--- src/rtl/reg_dump_reader.sv ---
// reg_dump_reader: walks the register bank read port on request and streams
// every register (and optionally the link register) out on a valid/ready
// interface, one word per READ/SEND pair.
module reg_dump_reader #(
    parameter int NUM_REGS     = 32,
    parameter int ADDR_W       = 5,
    parameter int DATA_W       = 32,
    parameter int INCLUDE_LINK = 1
) (
    input  logic              clock,
    input  logic              reset_n,
    input  logic              start,
    input  logic              abort,
    output logic [ADDR_W-1:0] reg_addr,
    input  logic [DATA_W-1:0] reg_value,
    input  logic [DATA_W-1:0] link_value,
    output logic              out_valid,
    input  logic              out_ready,
    output logic [DATA_W-1:0] out_data,
    output logic [ADDR_W:0]   out_index,
    output logic              out_last,
    output logic              busy,
    output logic              done
);

    localparam int IDX_W = ADDR_W + 1;

    // Index of the final word: the link slot when it is emitted, else the top register.
    localparam logic [IDX_W-1:0] LAST     = (INCLUDE_LINK != 0) ? IDX_W'(NUM_REGS)
                                                                : IDX_W'(NUM_REGS - 1);
    localparam logic [IDX_W-1:0] LINK_IDX = IDX_W'(NUM_REGS);
    localparam logic [ADDR_W-1:0] TOP_ADDR = ADDR_W'(NUM_REGS - 1);

    typedef enum logic [1:0] {
        S_IDLE,
        S_READ,
        S_SEND,
        S_FIN
    } state_t;

    state_t            state_q, state_d;
    logic [IDX_W-1:0]  idx_q, idx_d;
    logic [DATA_W-1:0] out_data_q, out_data_d;
    logic [IDX_W-1:0]  out_index_q, out_index_d;
    logic              out_last_q, out_last_d;

    // State register and captured output word.
    // NOTE: sequential state uses non-blocking assignments so every flop samples
    // its pre-edge inputs, independent of statement order.
    always_ff @(posedge clock or negedge reset_n) begin
        if (!reset_n) begin
            state_q     <= S_IDLE;
            idx_q       <= '0;
            out_data_q  <= '0;
            out_index_q <= '0;
            out_last_q  <= 1'b0;
        end else begin
            state_q     <= state_d;
            idx_q       <= idx_d;
            out_data_q  <= out_data_d;
            out_index_q <= out_index_d;
            out_last_q  <= out_last_d;
        end
    end

    // Next-state logic: abort wins over start and handshake; capture happens in READ.
    // NOTE: every signal gets a default first so no path leaves one unassigned,
    // which would otherwise infer a latch.
    always_comb begin
        state_d     = state_q;
        idx_d       = idx_q;
        out_data_d  = out_data_q;
        out_index_d = out_index_q;
        out_last_d  = out_last_q;

        if (abort) begin
            state_d = S_IDLE;
            idx_d   = '0;
        end else begin
            unique case (state_q)
                S_IDLE: begin
                    if (start) begin
                        idx_d   = '0;
                        state_d = S_READ;
                    end
                end
                S_READ: begin
                    out_data_d  = (idx_q == LINK_IDX) ? link_value : reg_value;
                    out_index_d = idx_q;
                    out_last_d  = (idx_q == LAST);
                    state_d     = S_SEND;
                end
                S_SEND: begin
                    if (out_ready) begin
                        if (idx_q == LAST) begin
                            state_d = S_FIN;
                        end else begin
                            idx_d   = idx_q + 1'b1;
                            state_d = S_READ;
                        end
                    end
                end
                S_FIN: begin
                    idx_d   = '0;
                    state_d = S_IDLE;
                end
                default: begin
                    state_d = S_IDLE;
                    idx_d   = '0;
                end
            endcase
        end
    end

    // Bank address follows idx; parked at 0 when idle and held on the top register for the link slot.
    always_comb begin
        reg_addr = '0;
        if (state_q != S_IDLE) begin
            if (idx_q >= LINK_IDX) begin
                reg_addr = TOP_ADDR;
            end else begin
                reg_addr = idx_q[ADDR_W-1:0];
            end
        end
    end

    // Stream and status outputs decoded from state.
    always_comb begin
        out_valid = (state_q == S_SEND);
        busy      = (state_q != S_IDLE);
        done      = (state_q == S_FIN);
        out_data  = out_data_q;
        out_index = out_index_q;
        out_last  = out_last_q;
    end

endmodule

--- config.mk ---
export PLATFORM = sky130hd
export DESIGN_NAME = reg_dump_reader
export DESIGN_NICKNAME = d
export VERILOG_FILES = /design/src/rtl/reg_dump_reader.sv
export SDC_FILE = /design/constraint.sdc
export NUM_CORES = 1
export LEC_CHECK = 0
export BUFFER_PORTS_ARGS = -buffer_cell sky130_fd_sc_hd__clkbuf_2
export CORE_ASPECT_RATIO = 0.8
export CORE_MARGIN = 2
export CORE_UTILIZATION = 46
export CTS_BUF_LIST = sky130_fd_sc_hd__clkbuf_8 sky130_fd_sc_hd__clkbuf_16
export DETAILED_ROUTE_END_ITERATION = 12
export GPL_ROUTABILITY_DRIVEN = 0
export HOLD_SLACK_MARGIN = 0.02
export PLACE_DENSITY = 0.83
export SYNTH_ARGS = -nofsm -noshare
export SYNTH_HDL_FRONTEND = slang
export SYNTH_SLANG_ARGS = --single-unit
--- constraint.sdc ---
create_clock -name clock -period 2.3 [get_ports clock]
set_input_delay 0.23 -clock clock [delete_from_list [all_inputs] [get_ports clock]]
set_output_delay 0.23 -clock clock [all_outputs]
set_load 0.01 [all_outputs]
==> results_dict.tcl, run 1 <==
set metrics [dict create \
    clk_latency_ps 300 \
    core_mm2 0.00498 \
    ff2ff_setup_slack_ps 470 \
    cts_buffers 5 \
    final_hold_viol_count 3 \
    std_cell_rows 23 \
    ys_warn_count 0 \
    root_buffer "clkbuf_8" \
    drc 0 \
    skew_ps 11.3 \
    syn_to_final_growth_pct 31.4 \
    syn_nets 307 \
    syn_area_mm2 0.00236 \
    dieArea_mm2 0.00573 \
    first_iter_violations 101 \
    endpoint_kind "flop" \
    ant_nets 0 \
    multiInputGateArea_mm2 0.00109 \
    port_buffers 115 \
    dpl.hpwl_mm 3.88 \
    power_leakage_uw 0.00186 \
    reg2reg_from "state_q[0]" \
    io_pins 116 \
    synth_largest_area_cell "dfrtp_1" \
    nNetsFinal 419 \
    finalSetupViolCount 0 \
    arrival_ps 2030 \
    most-common-layout-cells "115 x clkbuf_2, 47 x dfrtp_1, 38 x nand2_1, 32 x mux2i_1, 28 x o21ai_1" \
    grt_util_all_layers 0.188 \
    clockBufferDepth 2 \
    final_common_cell "clkbuf_2" \
    critPathLaunchType "flop" \
    place_area_mm2 0.00297 \
    htree_levels 2 \
    initial_core_util 0.474 \
    violations "negative hold slack" \
    tightest_slew_ps 633 \
    r2r_end "idx_q[0]" \
    drive_gt1_frac 0.385 \
    die_h_um 68.1 \
    final_max_slew_viol_count 0 \
    cts_tree "built" \
    power_density_mw_per_mm2 959 \
    irDropWorstVdd_mv 0.557 \
    synth_top_area_frac 0.498 \
    ctsHoldBuffers 0 \
    hold_path.class "in -> async" \
    firstDrtPassIters 4 \
    diodes 0 \
    grt_max_degree 48 \
    finalCritPeriodShare 0.796 \
    path_clk_slew_ps 90 \
    timing.final.crit_period_ps 1830 \
    critical_path.max_fanout 5 \
    grt_pass1_vias 1880 \
    avgSynthCellArea_um2 10.3 \
    worstSetupPathType "reg -> reg" \
    ys_seq_area_frac 0.498 \
    grt_pass1_wl_mm 8.49 \
    ys_top_cells_by_area "dfrtp_1 50%, mux2i_1 14%, nand2_1 6.0%" \
    die_w_um 84.1 \
    rsz0062_at_grt "no" \
    num_vias 1993 \
    relSlewSlack 0.578 \
    ff2ff_path_depth 6 \
    final_cell_area_mm2 0.00310 \
    via_per_inst 4.92 \
    synth_cell_types 30 \
    fmax_ghz 0.547 \
    seq_area_mm2 0.00118 \
    synth-seq-cells 47 \
    grt_overflow 0 \
    postSynthCellCount 230 \
    outcome "complete, but fails checks" \
    wire_per_inst_um 12.8 \
    cts_setup_buffers 0 \
    num-fill-cells 437 \
    antenna_found_initial 0 \
    ctsResizeCount 0 \
    drv_cap 0 \
    final.setup.tns_ps 0 \
    crit_start "state_q[0]" \
    whs_ps -4.74 \
    timing.critical_path.to "idx_q[0]" \
    required_ps 2500 \
    cts_num_sinks 47 \
    totalWireLength_mm 5.20 \
]
==> critical path: stages, from the launching register on <==
cell and delay (ps):
dfrtp_1 430, inv_1 130, ha_1 320, nor3b_2 350, nor2_1 140, and4_1 220, a21o_1 140
==> sequential cells by signal, summed over array words and instances, names as in the netlist <==
| register | flops |
|---|---|
| idx_q | 6 |
| out_data | 32 |
| out_index | 6 |
| out_last | 1 |
| state_q | 2 |
==> per-layer routing <==
layer | vias up | wire length, um | track usage
met2 | 88 | 2390 | 0.317
met4 | 0 | 61 | 0.0585
met1 | 887 | 2350 | 0.240
met5 | - | 0 | 0
met3 | 7 | 397 | 0.0507
li1 | 1011 | - | -
==> synth_stat cells, drive strengths merged <==
library cell / instances
mux2: 4
inv: 6
buf: 8
o211ai: 1
a211oi: 1
a21oi: 2
nand2: 39
nor2b: 1
a32o: 1
ha: 8
nor4b: 1
nor3b: 1
dfrtp: 47
nand4b: 1
a21o: 2
clkbuf: 4
o31ai: 6
a31oi: 1
nor2: 16
nand3: 3
and4: 1
o2bb2ai: 1
nand2b: 5
and3: 1
o21ai: 37
mux2i: 32
==> logic make-up after synthesis <==
group	count (synthesis)	share of synthesized area
mux	36	0.155
compound gates	52	0.125
fa+ha+maj	8	0.0424
simple gates	69	0.138
flops	47	0.498
buf+inv	18	0.0413
==> area by class of cell <==
class,count,area share
inverter,6,0.00726
sequential,47,0.379
timing repair buffer,117,0.194
tap,62,0.0250
clock buffer,5,0.0222
multi-input combinational,165,0.351
clock inverter,3,0.0206
==> power by group <==
part	total (uW)	switching (uW)	internal [uW]
Sequential	1290	169	1120
Combinational	986	563	422
Clock	704	274	430
==> per-stage QoR <==
step           hold WS, ps  power, uW   util  setup WS (ps)  cells
6_report             -4.74       2970  0.623            470    405
4_1_cts               29.2       3020  0.623            493    405
3_5_place_dp           362       2310  0.596            518    397
5_1_grt               80.6       3190  0.623            312    405
3_3_place_gp           352       2250  0.596            560    397
2_1_floorplan        -65.6       1810      -            712    230
==> worst min-delay path by stage <==
stage | endpoint | cells past startpoint | from
final | state_q[0] | 2 | reset_n
after global routing | out_data[4] | 2 | reset_n
after CTS | state_q[0] | 2 | reset_n
after detailed placement | state_q[0] | 2 | reset_n
after global placement | state_q[0] | 2 | reset_n
after floorplan | idx_q[0] | 0 | reset_n
Note: power is estimated with default switching activity, not from simulation.
==> run 2, diff against run 1 <==
--- a/config.mk
+++ b/config.mk
@@ -5,10 +5,11 @@
 export SDC_FILE = /design/constraint.sdc
 export NUM_CORES = 1
 export LEC_CHECK = 0
+export ABC_AREA = 1
 export BUFFER_PORTS_ARGS = -buffer_cell sky130_fd_sc_hd__clkbuf_2
 export CORE_ASPECT_RATIO = 0.8
 export CORE_MARGIN = 2
-export CORE_UTILIZATION = 46
+export CORE_UTILIZATION = 47
 export CTS_BUF_LIST = sky130_fd_sc_hd__clkbuf_8 sky130_fd_sc_hd__clkbuf_16
 export DETAILED_ROUTE_END_ITERATION = 12
 export GPL_ROUTABILITY_DRIVEN = 0
==> constraint.sdc (replaced) <==
create_clock -name clock -period 1.83 [get_ports clock]
set_input_delay 0.183 -clock clock [delete_from_list [all_inputs] [get_ports clock]]
set_output_delay 0.183 -clock clock [all_outputs]
set_load 0.01 [all_outputs]
==> results_dict.tcl, run 2 <==
set metrics [dict create \
    outcome "finished, final reports clean" \
    dieArea_mm2 0.00600 \
    timing.final.crit_period_ps 1740 \
    clk_latency_ps 310 \
    dp.cells 462 \
    syn_nets 376 \
    ys_top_cells_by_area "dfrtp_1 46%, a21oi_1 14%, nand4_1 8.4%" \
    final_common_cell "clkbuf_2" \
    antenna_found_initial 0 \
    synthSimpleGateAreaFrac 0.243 \
    final_hold_viol_count 0 \
    endpoint_kind "flop" \
    htree_levels 2 \
    cts_tree "built" \
    syn_area_mm2 0.00253 \
    die_h_um 69.7 \
    total_power_uw 4050 \
    ant_nets 0 \
    core_mm2 0.00509 \
    synth_top_area_frac 0.464 \
    path_clk_slew_ps 90 \
    fin_ws_ps 92.4 \
    reg2reg_from "idx_q[0]" \
    firstDrtPassIters 5 \
    root_buffer "clkbuf_8" \
    drv_cap 0 \
    grt_pass1_vias 2366 \
    die_w_um 86.1 \
    skew_ps 5.91 \
    post-place-ws_ps 87.4 \
    nNetsFinal 488 \
    via_per_inst 5.45 \
    num_vias 2584 \
    required_ps 2030 \
    synth_largest_area_cell "dfrtp_1" \
    fin_cells 474 \
    synth_top_family_by_area "simple AND/OR/NAND/NOR gates" \
    grt.met1_usage 0.316 \
    most-common-layout-cells "115 x clkbuf_2, 69 x a21oi_1, 47 x dfrtp_1, 38 x nor2_1, 34 x nand4_1" \
    arrival_ps 1940 \
    dpl.hpwl_mm 4.99 \
    ys_seq_area_frac 0.464 \
    port_buffers 115 \
    grtUsageMet3 0.0690 \
    totalWireLength_mm 7.06 \
    first_iter_violations 193 \
    hold_start "link_value[2]" \
    whs_path_depth 3 \
    num-fill-cells 438 \
    initial_core_util 0.497 \
    async_reset_ff_frac 1.00 \
    grt.met2_usage 0.363 \
    synthTopCellsByCount "69 x a21oi_1, 47 x dfrtp_1, 38 x nor2_1" \
    synth_fa_ha_area_frac 0.0395 \
    crit_path_frequent_cell "a21oi_1" \
    synthFlopType "dfrtp_1" \
    avgSynthCellArea_um2 8.47 \
    ys_warn_count 0 \
    ff2ff_setup_slack_ps 90 \
    tightest_slew_ps 617 \
    grt_max_degree 35 \
    clockBufferDepth 2 \
    final_max_slew_viol_count 0 \
    wire_per_inst_um 14.9 \
    drc 0 \
    power_leakage_uw 0.00159 \
    synth_cell_types 21 \
    rsz0062_at_grt "yes" \
    relSlewSlack 0.589 \
    largest_reg_flops 32 \
    diodes 0 \
    postSynthCellCount 299 \
    hold-path-endpoint "out_data[2]" \
    synth_compound_area_frac 0.163 \
    final.setup.tns_ps 0 \
    power_density_mw_per_mm2 1240 \
    fmax_ghz 0.576 \
    crit_start "idx_q[0]" \
    finalCritPeriodShare 0.950 \
    irDropWorstVdd_mv 0.662 \
    drive_gt1_frac 0.347 \
    grt_pass1_wl_mm 11.1 \
    grt_util_all_layers 0.231 \
    finalSetupViolCount 0 \
    synthXorXnorAreaFrac 0.00346 \
    cts_num_sinks 47 \
    top_usage_layer "met2" \
    slowest_stage "dfrtp_1" \
    yosysMostFrequentCell "a21oi_1" \
    max_stage_delay_ps 450 \
    syn_to_final_growth_pct 29.1 \
    worstSetupPathType "reg -> reg" \
    std_cell_rows 23 \
    synthMuxAreaShare 0 \
    grt_overflow 0 \
    synth_edf_count 0 \
    io_pins 116 \
    r2r_end "out_data[22]" \
    cts_buffers 5 \
    ff2ff_path_depth 5 \
    critical_path.max_fanout 17 \
    hold_path.class "in -> reg" \
    synth-seq-cells 47 \
    cp_cell_sequence "inv_1 > ha_1 > nand3_2 > a21oi_1 > a21oi_1" \
    critPathLaunchType "flop" \
]
run 2: changes by cell type after synthesis, sizes merged, moves of 12 or more:
cell   delta
mux2i    -32
o21ai    -25
inv      +12
nand4    +34
nor2     +27
buf      +13
a21oi    +67
run 2: what timing repair did:
action,4_1_cts,5_1_grt
setup buffers,0,2
gates resized for setup,0,3
hold buffers,1,0
hold endpoints to repair,22,0
endpoints found under the setup margin,0,7
run 2: how the worst max path moves through the flow:
stage	to	slack, ps	depth (start not counted)
after floorplan	out_data[10]	320	7
after global placement	idx_q[0]	180	7
after detailed placement	idx_q[0]	90	7
after CTS	idx_q[0]	70	7
after global routing	out_data[1]	-7	5
final	out_data[22]	90	5
run 2: cells by family after synthesis:
group           count (synthesis)
simple gates                  121
compound gates                 82
flops                          47
buf+inv                        40
fa+ha+maj                       8
xor+xnor                        1
run 2: worst max-delay path: cells and delay by family (launching register included):
| kind | cells | cell delay (ps) |
|---|---|---|
| compound gates | 2 | 340 |
| fa+ha+maj | 1 | 320 |
| buf+inv | 1 | 140 |
| flops | 1 | 450 |
| simple gates | 1 | 380 |
run 2: area by class of cell:
cell class | count | area [um^2] | share of cell area
clock inverter | 1 | 7.51 | 0.00230
multi-input combinational | 213 | 1150 | 0.352
timing repair buffer | 126 | 693 | 0.212
inverter | 18 | 67.6 | 0.0207
sequential | 47 | 1180 | 0.360
tap | 62 | 77.6 | 0.0237
clock buffer | 7 | 96.3 | 0.0295
run 2: per-layer routing:
metal	vias up	part of all wire
met5	-	0
met4	0	0.0071
met3	7	0.085
met2	130	0.47
met1	1192	0.43
li1	1255	-
run 2: through the flow:
stage | hold WS (ps) | util | area, um^2
after floorplan | -113 | - | 2530
after global placement | 220 | 0.612 | 3120
after detailed placement | 223 | 0.612 | 3120
after CTS | 111 | 0.635 | 3230
after global routing | 117 | 0.642 | 3270
final | 120 | 0.642 | 3270
run 2: power by group:
| part | internal [uW] | switching, uW | total (uW) | leakage (uW) |
|---|---|---|---|---|
| Sequential | 1420 | 236 | 1660 | 0.000558 |
| Combinational | 672 | 1020 | 1690 | 0.000983 |
| Clock | 344 | 359 | 703 | 0.0000505 |
